### src/rtl/and_gate.sv
// and_gate: bitwise two-input AND with a zero-latency result, a registered
// copy, per-bit rising-edge pulses of the registered copy, and a saturating
// count of cycles on which the result is all ones.
//
// There is no handshake on this block: inputs are sampled on every rising
// clock edge and outputs are valid continuously (out) or from the edge that
// produced them (out_q, rise, hit_cnt).
module and_gate #(
    parameter int WIDTH = 1,
    parameter int CNT_W = 8
) (
    input  logic             clk,
    input  logic             rst_n,
    input  logic [WIDTH-1:0] in0,
    input  logic [WIDTH-1:0] in1,
    output logic [WIDTH-1:0] out,
    output logic [WIDTH-1:0] out_q,
    output logic [WIDTH-1:0] rise,
    output logic [CNT_W-1:0] hit_cnt,
    input  logic             clr
);

    // Counter ceiling; the count holds here instead of wrapping to zero.
    localparam logic [CNT_W-1:0] CNT_MAX = '1;

    logic all_ones;
    logic cnt_full;

    // Zero-latency result; independent of clock and reset so it stays
    // meaningful while the registered views are held in reset.
    assign out      = in0 & in1;
    assign all_ones = &out;
    assign cnt_full = (hit_cnt == CNT_MAX);

    // Registered copy of out, plus a pulse for each bit that goes 0->1.
    // rise compares against the old out_q, so it lands on the same edge
    // that first loads a 1 into out_q.
    always_ff @(posedge clk or negedge rst_n) begin
        if (!rst_n) begin
            out_q <= '0;
            rise  <= '0;
        end else begin
            out_q <= out;
            rise  <= out & ~out_q;
        end
    end

    // Saturating hit counter; clr has priority over a coincident hit.
    always_ff @(posedge clk or negedge rst_n) begin
        if (!rst_n) begin
            hit_cnt <= '0;
        end else if (clr) begin
            hit_cnt <= '0;
        end else if (all_ones && !cnt_full) begin
            hit_cnt <= hit_cnt + 1'b1;
        end
    end

endmodule

### config.mk
export PLATFORM = sky130hd
export DESIGN_NAME = and_gate
export DESIGN_NICKNAME = d
export VERILOG_FILES = /design/src/rtl/and_gate.sv
export SDC_FILE = /design/constraint.sdc
export NUM_CORES = 1
export LEC_CHECK = 0
export BUFFER_PORTS_ARGS = -buffer_cell sky130_fd_sc_hd__buf_2
export CAP_MARGIN = 20
export CORE_AREA = 2 2 39 41
export CTS_CLUSTER_DIAMETER = 100
export DETAILED_ROUTE_END_ITERATION = 8
export DIE_AREA = 0 0 41 43
export SYNTH_ARGS = -nofsm -noshare
export SYNTH_HDL_FRONTEND = slang
export SYNTH_SLANG_ARGS = --single-unit
### constraint.sdc
create_clock -name clk -period 2.4 [get_ports clk]
set_input_delay 0.36 -clock clk [delete_from_list [all_inputs] [get_ports clk]]
set_output_delay 0.36 -clock clk [all_outputs]
set_load 0.01 [all_outputs]
Word-level counts from Yosys, hierarchy flattened
Index checks and enable logic that the tools add are counted.
Storage, ports and cells
  bits in registers: 10
  logic and storage cells: 13
Cells by class
  $add $sub $neg: 1
  eq/ne operators: 1
  mux-type cells: 2
  bitwise gates (word level): 3
  reductions and logical operators: 3
Operators by type and width (number)
  two-way mux 8 bit: 2
  adder 8 x 1 -> 8 bit (second input constant): 1
  == test 8 bit (second input constant): 1
  AND 1 bit: 2
  nonzero test 2 bit: 1
  logical AND 1 bit: 1
  logical NOT 1 bit: 1
  inverter 1 bit: 1

Longest topological paths before layout
Gate-level depths: netlist of the first run.
  depth in word-level cells: 5
  gate-level depth with buffers: 4
  depth with buffers taken out: 4

Worst setup path after synthesis of the first run
No wires, ideal clock.
  path type: reg2reg
  start: register hit_cnt[0]
  end: register hit_cnt[0]
  setup time: 0.125 ns
  arrival time: 1.434 ns
  data required time: 2.275 ns
  setup slack: 0.841 ns
  stages on the path, launching flop included: 5
  cell sequence: dfrtp_1 -> ha_1 -> and3_1 -> a21oi_1 -> mux2_2
On the way
  longest elaborated chain between the ends: 4
  elaborated cells on any way between the ends: 7
Ends and longest elaborated chain
  start, declared: RTL line 19  | output logic [CNT_W-1:0] hit_cnt,
  start signal, assigned: RTL line 55  | hit_cnt <= hit_cnt + 1'b1;
  parallel branches: the longest is 4 deep, another holds adder 8 x 1 -> 8 bit
Parallel ways; which one is timed is not known. The select of a mux whose other input is x is not followed.
A chain may end at the register's enable or synchronous reset.

Worst setup path after layout of the first run
Same ends and word-level chain as after synthesis.

==> metrics, run 1 <==
status=complete, no violations; drt wl/cell=13.4 um; Slew Limit Fails=0; first-pass GRT wire length=1880 um; Avg Inst Size Synth=10.2 um2; Routed WL=1140 um; final worst-path cycle share=68.2%; final hold vios=0; vias in the first global route=456; CTS Buffer Depth=2; Peak VDD IR=0.000237 V; Max Cap Viol=0; worst-path cell chain=ha_1 -> and3_1 -> a21oi_1 -> mux2_2; worst-skew pair later-pin latency=0.26 ns; fill cell total of the finished layout=139; Die Y=43 um; synthesized flop and latch total=10; Slew HR=80.7%; DRT Pass-1 Iters=4; Worst-Margin Slew=0.286 ns; clk sinks=10; total design power=0.319 mW; pwr dens=495 nW/um2; critical path class=register to register; async set-reset flop share out of synthesis=100%; cell family with most CP delay=flip-flops; Clock transition at path regs=0.06 ns; Ys Warns=0; top-count cell post-synth=dfrtp_1; Setup crit end kind=register; Final Wtd Congestion=0.829; Max Clock Freq=0.611 GHz; TritonCTS clock tree=done; First DRT Iteration DRCs=7; Residual DRC=0; Lkg Pwr=0.323 nW; CP peak stage delay=0.43 ns; Initial Util=38.4%; row cnt=14; die footprint=1760 um2; post-synthesis instance total=52; IO Pins=16; total track usage=15.9%; ranking of synthesized cells by area=dfrtp_1 (47%), a21oi_1 (5.6%), mux2_1 (4.2%); CTS root buf=clkbuf_4; core region area=1380 um2; # port buffers=15; DP HPWL=829 um; Crit Path Max Fanout=6; Die W=41 um; total congestion overflow=0; register area share after synthesis=47.1%; routed vias/inst=5.55; post-route ant nets=0; Layout Nets=77; Synth-to-Final Area Change=21.2%; Worst Path Required=2.55 ns; share of layout cells above drive strength 1=30.4%; largest net degree at the start of global routing=13; Final Critical Period=1.64 ns; WP buf/inv=0; Num CTS Buffers=3; initial antenna violation count=0; CP arrival=1.79 ns; post_cts resized=0; Post-Syn Area=532 um2; leading area contributor after synthesis=dfrtp_1; via count=472; Hold/Removal Path Class=input port to register; setup TNS=0 ns; maximum level of the CTS H-tree=1; Crit-path slowest cell=dfrtp_1; share of the synthesized area in the top cell type=47.1%; Final Setup Violations=0; top_reg_cell synth=dfrtp_1; RSZ-0062 raised after global routing=no; number of synthesized flops with an enable pin=0; Syn Nets=58; Distinct cells, synth=25; Synth top cells by count=dfrtp_1 (10), a21oi_1 (6), nor2_1 (5); Startpoint Class=register; n_diodes=0; Layout Skew=0.000413 ns
## routing by layer
layer	part of all wire [%]	track usage, %	vias up
met4	2.3	10.0	0
met3	4.3	3.14	4
met5	0	0	-
met1	45	19.8	224
li1	-	-	230
met2	48	23.8	14
## per-stage QoR
| step | hold WS, ns | utilization, % | std cells | setup WS [ns] | area, um2 |
|---|---|---|---|---|---|
| 2_1_floorplan | 0.0644 | - | 52 | 0.841 | 532 |
| 3_3_place_gp | 0.236 | 44.2 | 81 | 0.787 | 612 |
| 3_5_place_dp | 0.235 | 44.2 | 81 | 0.762 | 612 |
| 4_1_cts | 0.404 | 46.6 | 85 | 0.747 | 644 |
| 5_1_grt | 0.436 | 46.6 | 85 | 0.676 | 644 |
| 6_report | 0.401 | 46.6 | 85 | 0.762 | 644 |
## final cells by class
cell class | instances | area [um2] | area share (%)
Clock buffer | 3 | 22.5 | 3.50
Inverter | 2 | 7.51 | 1.17
Multi-Input combinational cell | 38 | 259 | 40.2
Sequential cell | 10 | 250 | 38.8
Tap cell | 16 | 20.0 | 3.11
Timing Repair Buffer | 16 | 85.1 | 13.2
## cell families (layout without fill, tap and decap cells)
kind of cell               Yosys count  count (layout)  synth area share, %
AOI/OAI and AO/OA                   13              13                 17.2
adders and majority gates            1               1                 2.35
buffers and inverters                4              21                 4.23
DFF                                 10              10                 47.1
muxes                                4               4                 8.23
and+or+nand+nor                     20              20                 20.9
## what timing repair did
item / in CTS / in global routing
hold buffers: 1 / 0
hold endpoints to repair: 10 / 0
setup buffers: 0 / 0
## worst register-to-register path: stages, from the launching register on
cell	delay (ns)
dfrtp_1	0.43
ha_1	0.28
and3_1	0.20
a21oi_1	0.26
mux2_2	0.37
## final timing paths
check                           start    endpoint  slack, ns  cells past startpoint
setup / recovery           hit_cnt[0]  hit_cnt[0]       0.76                      4
hold / removal                    clr  hit_cnt[6]       0.40                      2
setup reg to reg           hit_cnt[0]  hit_cnt[0]       0.76                      4
hold reg to reg                 out_q        rise       0.42                      1
max in group asynchronous       rst_n  hit_cnt[0]       1.73                      2
min in group asynchronous       rst_n  hit_cnt[3]       0.48                      2
## state kept, by name (all words and copies together), names as in the netlist
signal / flops
hit_cnt: 8
out_q: 1
rise: 1
## power by group
part / total (mW) / switching [mW] / leakage [nW] / internal (mW)
Clock: 0.116 / 0.0576 / 0.0138 / 0.0579
Combinational: 0.0279 / 0.0163 / 0.172 / 0.0117
Sequential: 0.175 / 0.00323 / 0.137 / 0.172
Total: 0.319 / 0.0771 / 0.323 / 0.242
## cell usage in the layout, fill, tap and decap left out, drive strengths merged
master	n
mux2i	1
a31oi	1
nor3	1
a311oi	2
and4	1
ha	1
mux2	3
a21oi	6
a21boi	1
o41ai	1
nand2b	2
and3	2
dlygate4sd3	1
nor2	5
nand3	1
nand2	2
dfrtp	10
clkbuf	3
buf	15
inv	2
or4	1
nand4	2
a211oi	2
nor2b	3
No activity file was read; power rests on OpenSTA's default activity.
==> run 2: changes to the inputs <==
clock period = 1.7 ns   (was 2.4 ns; I/O delays follow)
==> run 2 against run 1 <==
  * Core utilization increased by 2.4 points
  * Register-to-register slack got worse by 0.62 ns
  * Clock skew increased by 0.011 ns
  * Flip-flop and latch count is the same
  * Design area is 5.0% higher
  * Combinational power increased by 46%
  * First-iteration DRC count increased by 71%
==> metrics, run 2 (synthesis gave the netlist of run 1 again) <==
Layout Nets=78; Slew HR=81.2%; via count=477; design area=677 um2; Residual DRC=0; total track usage=15.2%; clk sinks=10; Post-Layout Cell Count=87; largest net degree at the start of global routing=13; Final Setup Violations=0; pwr dens=759 nW/um2; TritonCTS clock tree=done; Routed WL=1190 um; worst-path cell chain=ha_2 -> nand4_1 -> a211oi_2 -> mux2_1; Max Cap Viol=0; Startpoint Class=register; maximum level of the CTS H-tree=1; CP arrival=1.73 ns; Worst-Margin Slew=0.278 ns; drt wl/cell=13.6 um; Lkg Pwr=0.333 nW; CTS root buf=clkbuf_4; post-CTS repair timing setup buffer count=0; row cnt=14; status=complete, no violations; commonest non-fill, non-tap cell in the layout=buf_2; final worst-path cycle share=91.7%; Setup crit end kind=register; initial antenna violation count=0; Final Wtd Congestion=0.831; Slew Limit Fails=0; Worst Path Required=1.87 ns; Final Critical Period=1.56 ns; Crit Path Max Fanout=6; post-route ant nets=0; IO Pins=16; Clock transition at path regs=0.08 ns; critical path class=register to register; CP peak stage delay=0.42 ns; worst-skew pair later-pin latency=0.28 ns; RSZ-0062 raised after global routing=no; Largest regs=hit_cnt (8), out_q (1), rise (1); Max Clock Freq=0.641 GHz; setup TNS=0 ns; # port buffers=15; Num CTS Buffers=3; Inst Count DP=82; most frequent cells in the layout=buf_2 (15), dfrtp_1 (10), nor2_1 (5), a21oi_1 (5); Die W=41 um; first-pass GRT wire length=1820 um; share of layout cells above drive strength 1=36.6%; Largest Register=hit_cnt; DRT Pass-1 Iters=4; routed vias/inst=5.48; Synth-to-Final Area Change=27.3%; First DRT Iteration DRCs=12; Hold/Removal Path Class=input port to register; dpl cell area=619 um2; final hold vios=0; CTS Buffer Depth=2; Initial Util=38.4%; core region area=1380 um2; max FFs per register=8; vias in the first global route=416; total congestion overflow=0; Crit-path slowest cell=dfrtp_1; n_diodes=0; Die Y=43 um; Peak VDD IR=0.000415 V; Layout Skew=0.0115 ns; total design power=0.514 mW; die footprint=1760 um2
[run 2: repair_timing]
item / in CTS / in global routing
setup endpoints to repair: 0 / 2
resized for setup: 0 / 3
endpoints found under the hold margin: 10 / 0
hold buffers: 1 / 0
[run 2: final cells by class]
type	count	area (um2)
multi-input combinational	38	270
inverter	2	7.51
tap	16	20.0
clock buffer	4	36.3
sequential	10	250
fill	135	707
timing repair buffer	17	92.6
[run 2: per-layer routing]
metal,vias up,routed length (um),part of all wire [%],GRT usage (%)
met3,3,65,5.5,3.14
met5,-,0,0,0
met4,0,16,1.4,6.00
met2,15,565,48,22.5
li1,231,-,-,-
met1,228,538,45,20.9
[run 2: worst max-delay path: cells and delay by family, from the launching register on]
| family | cells | cell delay, ns |
|---|---|---|
| flip-flops | 1 | 0.42 |
| multiplexers | 1 | 0.33 |
| AO/OA/AOI/OAI | 1 | 0.26 |
| adder cells (fa/ha/maj) | 1 | 0.25 |
| AND/OR/NAND/NOR | 1 | 0.18 |
[run 2: where the power goes]
group / internal, mW / switching [mW]
Sequential: 0.243 / 0.00456
Combinational: 0.0169 / 0.0238
Clock: 0.130 / 0.0955
[run 2: final timing paths]
path	cells past startpoint	slack, ns	from	endpoint
worst max-delay path	4	0.14	hit_cnt[0]	hit_cnt[4]
worst min-delay path	2	0.28	clr	hit_cnt[6]
worst max register to register	4	0.14	hit_cnt[0]	hit_cnt[4]
worst min register to register	1	0.42	out_q	rise
max in group asynchronous	2	1.14	rst_n	hit_cnt[3]
min in group asynchronous	2	0.36	rst_n	hit_cnt[6]
[run 2: per-stage QoR]
stage / hold WS, ns / util [%] / worst slack, ns
floorplan: -0.0406 / - / 0.141
global placement: 0.131 / 44.8 / 0.0884
detailed placement: 0.131 / 44.8 / 0.0668
CTS: 0.287 / 48.1 / 0.0514
global route: 0.320 / 48.9 / 0.00452
finish: 0.279 / 48.9 / 0.141
